==> src/rtl/uart_rx_pkg.sv <==
// ----------------------------------------------------------------------------
// uart_rx_pkg
//   Shared definitions for the board UART receive path: default line settings,
//   the receiver FSM state encoding and a helper that derives the baud divider.
//   Imported by uart_rx and usable by the TX side so both agree on defaults.
// ----------------------------------------------------------------------------
package uart_rx_pkg;

   // Board oscillator and the host link rate
   localparam int DEFAULT_CLK_FREQ  = 27_000_000;
   localparam int DEFAULT_BAUD      = 115_200;
   localparam int DEFAULT_DATA_BITS = 8;

   // Receiver FSM states; BREAK parks a held-low line so it reports only once
   typedef enum logic [2:0] {
      ST_IDLE,
      ST_START,
      ST_DATA,
      ST_STOP,
      ST_BREAK
   } rx_state_t;

   // Whole system clocks per serial bit (truncating division)
   function automatic int clks_per_bit(input int clk_freq, input int baud);
      return clk_freq / baud;
   endfunction

endpackage

==> src/rtl/uart_rx_sync_2ff.sv <==
// ----------------------------------------------------------------------------
// uart_rx_sync_2ff
//   Two-flop synchronizer for a single asynchronous input bit. The reset value
//   is a parameter so idle-high lines (UART RX) and idle-low lines (cmos_*)
//   can both come out of reset in their idle level.
// Ports
//   clock  in   1  destination clock
//   reset  in   1  asynchronous, active-high reset
//   d      in   1  asynchronous input
//   q      out  1  synchronized output, two clocks of latency
// ----------------------------------------------------------------------------
module uart_rx_sync_2ff #(
   parameter logic RESET_VAL = 1'b1
) (
   input  logic clock,
   input  logic reset,
   input  logic d,
   output logic q
);

   logic meta;

   // First flop may go metastable; the second gives it a full cycle to settle
   always_ff @(posedge clock or posedge reset) begin
      if (reset) begin
         meta <= RESET_VAL;
         q    <= RESET_VAL;
      end else begin
         meta <= d;
         q    <= meta;
      end
   end

endmodule

==> src/rtl/uart_rx.sv <==
// ----------------------------------------------------------------------------
// uart_rx
//   Serial receiver (8N1 by default) for the debug/control link. Samples the
//   raw RX pin after a 2-flop synchronizer, checks start and stop bits at
//   mid-bit and hands each byte over through a 1-entry valid/ready holding
//   register. Framing errors and overruns are reported as 1-cycle pulses.
// Ports
//   I_clk        in   1          system clock, posedge
//   I_rst        in   1          asynchronous, active-high reset
//   I_rx         in   1          raw serial line, idle high
//   O_data       out  DATA_BITS  received byte, stable while O_valid=1
//   O_valid      out  1          byte waiting in holding register
//   I_ready      in   1          consumer takes the byte when O_valid&I_ready
//   O_frame_err  out  1          pulse: stop bit sampled low
//   O_overrun    out  1          pulse: new byte dropped, holding reg full
//   O_busy       out  1          frame in progress
// ----------------------------------------------------------------------------
module uart_rx
   import uart_rx_pkg::*;
#(
   parameter int CLK_FREQ  = DEFAULT_CLK_FREQ,
   parameter int BAUD      = DEFAULT_BAUD,
   parameter int DATA_BITS = DEFAULT_DATA_BITS
) (
   input  logic                 I_clk,
   input  logic                 I_rst,
   input  logic                 I_rx,
   output logic [DATA_BITS-1:0] O_data,
   output logic                 O_valid,
   input  logic                 I_ready,
   output logic                 O_frame_err,
   output logic                 O_overrun,
   output logic                 O_busy
);

   localparam int CLKS_PER_BIT = clks_per_bit(CLK_FREQ, BAUD);
   localparam int CNT_W        = $clog2(CLKS_PER_BIT);
   localparam int IDX_W        = (DATA_BITS > 1) ? $clog2(DATA_BITS) : 1;

   localparam logic [CNT_W-1:0] CNT_HALF_LAST = CNT_W'(CLKS_PER_BIT / 2 - 1);
   localparam logic [CNT_W-1:0] CNT_BIT_LAST  = CNT_W'(CLKS_PER_BIT - 1);
   localparam logic [IDX_W-1:0] IDX_LAST      = IDX_W'(DATA_BITS - 1);

   logic                 rx_s;
   rx_state_t            state_q, state_d;
   logic [CNT_W-1:0]     cnt_q, cnt_d;
   logic [IDX_W-1:0]     idx_q, idx_d;
   logic [DATA_BITS-1:0] shift_q, shift_d;
   logic [DATA_BITS-1:0] data_q, data_d;
   logic                 valid_q, valid_d;
   logic                 frame_err_q, frame_err_d;
   logic                 overrun_q, overrun_d;

   // The line idles high, so the synchronizer resets to 1 to avoid a fake start bit
   uart_rx_sync_2ff #(.RESET_VAL(1'b1)) u_sync (
      .clock (I_clk),
      .reset (I_rst),
      .d     (I_rx),
      .q     (rx_s)
   );

   // State and datapath registers; reset drops any partial frame on the floor
   always_ff @(posedge I_clk or posedge I_rst) begin
      if (I_rst) begin
         state_q     <= ST_IDLE;
         cnt_q       <= '0;
         idx_q       <= '0;
         shift_q     <= '0;
         data_q      <= '0;
         valid_q     <= 1'b0;
         frame_err_q <= 1'b0;
         overrun_q   <= 1'b0;
      end else begin
         state_q     <= state_d;
         cnt_q       <= cnt_d;
         idx_q       <= idx_d;
         shift_q     <= shift_d;
         data_q      <= data_d;
         valid_q     <= valid_d;
         frame_err_q <= frame_err_d;
         overrun_q   <= overrun_d;
      end
   end

   // Next-state logic. The start bit is checked at half a bit, which puts
   // every later sample (data and stop) one full bit apart at mid-bit. A good
   // stop bit returns to IDLE right away so the back half of the stop bit
   // counts as idle time and back-to-back frames are not missed.
   // The holding register clears on accept unless a new byte loads the same cycle.
   always_comb begin
      state_d     = state_q;
      cnt_d       = cnt_q;
      idx_d       = idx_q;
      shift_d     = shift_q;
      data_d      = data_q;
      valid_d     = valid_q & ~I_ready;
      frame_err_d = 1'b0;
      overrun_d   = 1'b0;

      case (state_q)
         ST_IDLE: begin
            cnt_d = '0;
            if (!rx_s) state_d = ST_START;
         end
         ST_START: begin
            if (cnt_q == CNT_HALF_LAST) begin
               cnt_d   = '0;
               idx_d   = '0;
               state_d = rx_s ? ST_IDLE : ST_DATA;
            end else begin
               cnt_d = cnt_q + CNT_W'(1);
            end
         end
         ST_DATA: begin
            if (cnt_q == CNT_BIT_LAST) begin
               cnt_d   = '0;
               shift_d = {rx_s, shift_q[DATA_BITS-1:1]};
               idx_d   = idx_q + IDX_W'(1);
               if (idx_q == IDX_LAST) state_d = ST_STOP;
            end else begin
               cnt_d = cnt_q + CNT_W'(1);
            end
         end
         ST_STOP: begin
            if (cnt_q == CNT_BIT_LAST) begin
               cnt_d = '0;
               if (rx_s) begin
                  state_d = ST_IDLE;
                  if (!valid_q || I_ready) begin
                     data_d  = shift_q;
                     valid_d = 1'b1;
                  end else begin
                     overrun_d = 1'b1;
                  end
               end else begin
                  frame_err_d = 1'b1;
                  state_d     = ST_BREAK;
               end
            end else begin
               cnt_d = cnt_q + CNT_W'(1);
            end
         end
         ST_BREAK: begin
            cnt_d = '0;
            if (rx_s) state_d = ST_IDLE;
         end
         default: state_d = ST_IDLE;
      endcase
   end

   assign O_data      = data_q;
   assign O_valid     = valid_q;
   assign O_frame_err = frame_err_q;
   assign O_overrun   = overrun_q;
   assign O_busy      = (state_q != ST_IDLE);

endmodule

==> config.mk <==
export PLATFORM = sky130hd
export DESIGN_NAME = uart_rx
export DESIGN_NICKNAME = d
export VERILOG_FILES = /design/src/rtl/uart_rx_pkg.sv /design/src/rtl/uart_rx_sync_2ff.sv /design/src/rtl/uart_rx.sv
export SDC_FILE = /design/constraint.sdc
export NUM_CORES = 1
export LEC_CHECK = 0
export BUFFER_PORTS_ARGS = -buffer_cell sky130_fd_sc_hd__buf_2
export CAP_MARGIN = 20
export CORE_MARGIN = 2
export CORE_UTILIZATION = 35
export DETAILED_ROUTE_END_ITERATION = 16
export PLACE_DENSITY_LB_ADDON = 0.1
export SLEW_MARGIN = 20
export SYNTH_ARGS = -nofsm -noshare
export SYNTH_HDL_FRONTEND = slang
export SYNTH_HIERARCHICAL = 1
export SYNTH_SLANG_ARGS = --single-unit
==> constraint.sdc <==
create_clock -name I_clk -period 4.8 [get_ports I_clk]
set_input_delay 0 -clock I_clk [delete_from_list [all_inputs] [get_ports I_clk]]
set_output_delay 0 -clock I_clk [all_outputs]
set_load 0.02 [all_outputs]
==> impl_metrics.csv <==
group,metric,value,unit
synthesis,synth_cell_types,41,
placement,hpwl,2100,µm
routing,wl_met3,125,µm
worst_setup_path,cp_max_fo,11,
grt,gr-total-overflow,0,
synthesis,ys_seq_area_share,52.9,%
worst_hold_path,hold_class,"in2async",
routing,met2_length,1440,µm
sta,fin_setup_tns,0,ns
cts,post_cts_buffers,0,
sta,grt_setup_unrepaired,"false",
routing,routed_via_density,5.21,
grt,grt_usage,12.8,%
worst_setup_path,rr_startpoint,"cnt_q[1]",
synthesis,synth_seq_cells,35,
worst_setup_path,r2r_setup_slack,2.79,ns
finish,drive_above_1_share,32.3,%
grt,grt_pass1_wl,5150,µm
synthesis,synthTopCellsByArea,"dfrtp_1, mux2_2, nand2_1",
routing,drtAntennaViolNets,0,
placement,io_buffers,15,
cts,ctsResizeCount,0,
die,pin_count,16,
synthesis,synth_top_area_share,49.7,%
routing,highest_layer,"met4",
die,die_h,72.9,µm
synthesis,syn_nets,154,
synthesis,syn_avg_cell_area,11.5,µm²
routing,drt_iter0_drc,41,
grt,antenna_found_initial,0,
sta,finClkSkew,0.0106,ns
worst_setup_path,path_class,"reg2reg",
worst_setup_path,reg2reg_to,"shift_q[0]",
die,fp.dieW,72.9,µm
sta,fmaxAchievable,498,MHz
sta,hold_viol_final,0,
routing,dr.pass1.iters,4,
finish,fill_cells,447,
die,coreArea,4660,µm²
cts,clockBufferDepth,2,
cts,clkSlewWorstSetupHoldPaths,0.08,ns
finish,multi_input_area,731,µm²
finish,stdcell_count,221,
routing,vias,1151,
routing,drc,0,
finish,diodes,0,
placement,placedCellCount,210,
placement,routabilityCongestion,0.789,
worst_setup_path,endpoint_kind,"flop",
die,start_util,35.6,%
sta,period_share,41.9,%
routing,met1_length,1470,µm
cts,htreeDepth,2,
cts,cts_root_buf,"clkbuf_8",
worst_setup_path,crit_start,"cnt_q[1]",
cts,worstSkewPairLatency,0.29,ns
synthesis,syn_area,1660,µm²
job,maxCapViolations,0,
worst_setup_path,critPathCapture,"shift_q[0]",
sta,finalMaxSlewViolations,0,
power,powerDensity,278,nW/µm²
synthesis,yosys_warnings,6,
cts,cts.sink_count,35,
grt,grt_pass1_vias,1096,
finish,area_growth,14.7,%
sta,setup_viol,0,
die,placementRows,25,
sta,fin_crit,2.01,ns
worst_setup_path,arrival,2.19,ns
cts,postCtsHoldBufs,3,
cts,cts_buffers,5,
grt,grt_max_degree,34,
synthesis,synth_largest_area_cell,"dfrtp_1",
power,leakage,0.000887,µW
power,ir_drop,0.126,mV
worst_setup_path,critPathLaunchType,"flop",
sta,worst_slew_pin_slew,0.507,ns
worst_setup_path,r2r_cells,6,
finish,regArea,878,µm²
synthesis,postSynthCellCount,145,
sta,slew_headroom,66.0,%
finish,finalNetCount,175,
worst_setup_path,required,4.98,ns
routing,wl,3080,µm
run_status,status,"complete, no violations",
routing,wire_per_inst,13.9,µm
cts,cts_tree,"yes",
die,die-area,5310,µm²
## kinds of logic (layout without fill, tap and decap cells)
kind of cell               Yosys count  in the layout  share of synthesized area (%)
buffers and inverters               11             33                           3.09
DFF                                 35             35                           52.9
and+or+nand+nor                     48             48                           15.4
adders and majority gates            5              5                           3.77
AOI/OAI and AO/OA                   26             26                           11.5
muxes                               20             20                           13.3
## worst min path at each step
stage	startpoint	end
after floorplan	I_rst	u_sync/meta
after global placement	I_rst	u_sync/meta
after detailed placement	I_rst	u_sync/meta
after CTS	I_rst	u_sync/meta
after global routing	I_rst	u_sync/meta
final	I_rst	u_sync/meta
## routing by layer
metal / vias to the layer above / track usage, %
li1: 563 / -
met1: 554 / 16.8
met2: 27 / 19.7
met3: 7 / 4.14
met4: 0 / 4.94
met5: - / 0
## cell usage after synthesis
master	number
o22ai_1	2
a211oi_1	1
nor3b_2	1
o211ai_1	2
or3_1	1
o21ai_0	7
mux2_2	17
and4b_1	1
dfrtp_1	33
nor2_4	1
o21a_1	2
a311oi_1	1
clkbuf_1	2
ha_1	5
nand3_1	3
and4_1	1
dfstp_2	2
a21oi_1	3
a32oi_1	1
mux2i_1	3
nor3_1	3
nand2b_1	2
nor4_1	2
a22o_2	2
and3b_2	1
inv_1	6
buf_2	2
o311ai_2	1
nand2_2	1
o2111ai_1	1
or4_1	1
o21ai_1	1
o32a_1	1
buf_6	1
nand4_1	2
a211oi_2	1
nand2_1	17
nor2_1	7
nor2b_1	1
and2_2	1
nor2_2	2
## where the power goes
group	internal, µW	switching (µW)	total (µW)
combinational	3.30	6.27	9.57
clock	104	119	223
sequential	296	1.04	297
## area by class of cell
cell class | instances | share of cell area [%]
clock buffer | 5 | 3.61
sequential | 35 | 46.1
clock inverter | 3 | 1.25
multi-input combinational | 99 | 38.4
tap | 54 | 3.55
inverter | 6 | 1.18
timing repair buffer | 19 | 5.91
## sequential cells by signal, summed over array words and instances, names as in the netlist, 3 cells and up
register,flops
cnt_q,8
state_q,3
O_data,8
shift_q,8
idx_q,3
## per-stage QoR
step           utilization, %  setup WS, ns  power, µW  hold slack (ns)  instance area, µm²
2_1_floorplan               -          3.12        307          -0.0885                1660
3_3_place_gp             38.2          2.86        311           0.0309                1780
3_5_place_dp             38.2          2.78        311           0.0388                1780
4_1_cts                  40.9          2.77        539            0.273                1900
5_1_grt                  40.9          2.64        552            0.296                1900
6_report                 40.9          2.79        530            0.277                1900
## worst max-delay path: stages (launching register included)
cell and delay (ns):
dfrtp_1 0.41, inv_1 0.11, ha_1 0.14, and4_1 0.26, nand2_2 0.13, nor2_2 0.44, mux2_2 0.40
## placed cells by master (no fill, tap or decap), types with 3 or more instances in the layout
cell            n
mux2_2         17
inv_1           6
a21oi_1         3
dfrtp_1        33
nand2_1        17
dlygate4sd3_1   3
buf_2          15
nand3_1         3
mux2i_1         3
nor2_1          7
nor3_1          3
clkbuf_8        5
ha_1            5
o21ai_0         7
(Power assumes the default switching activity.)
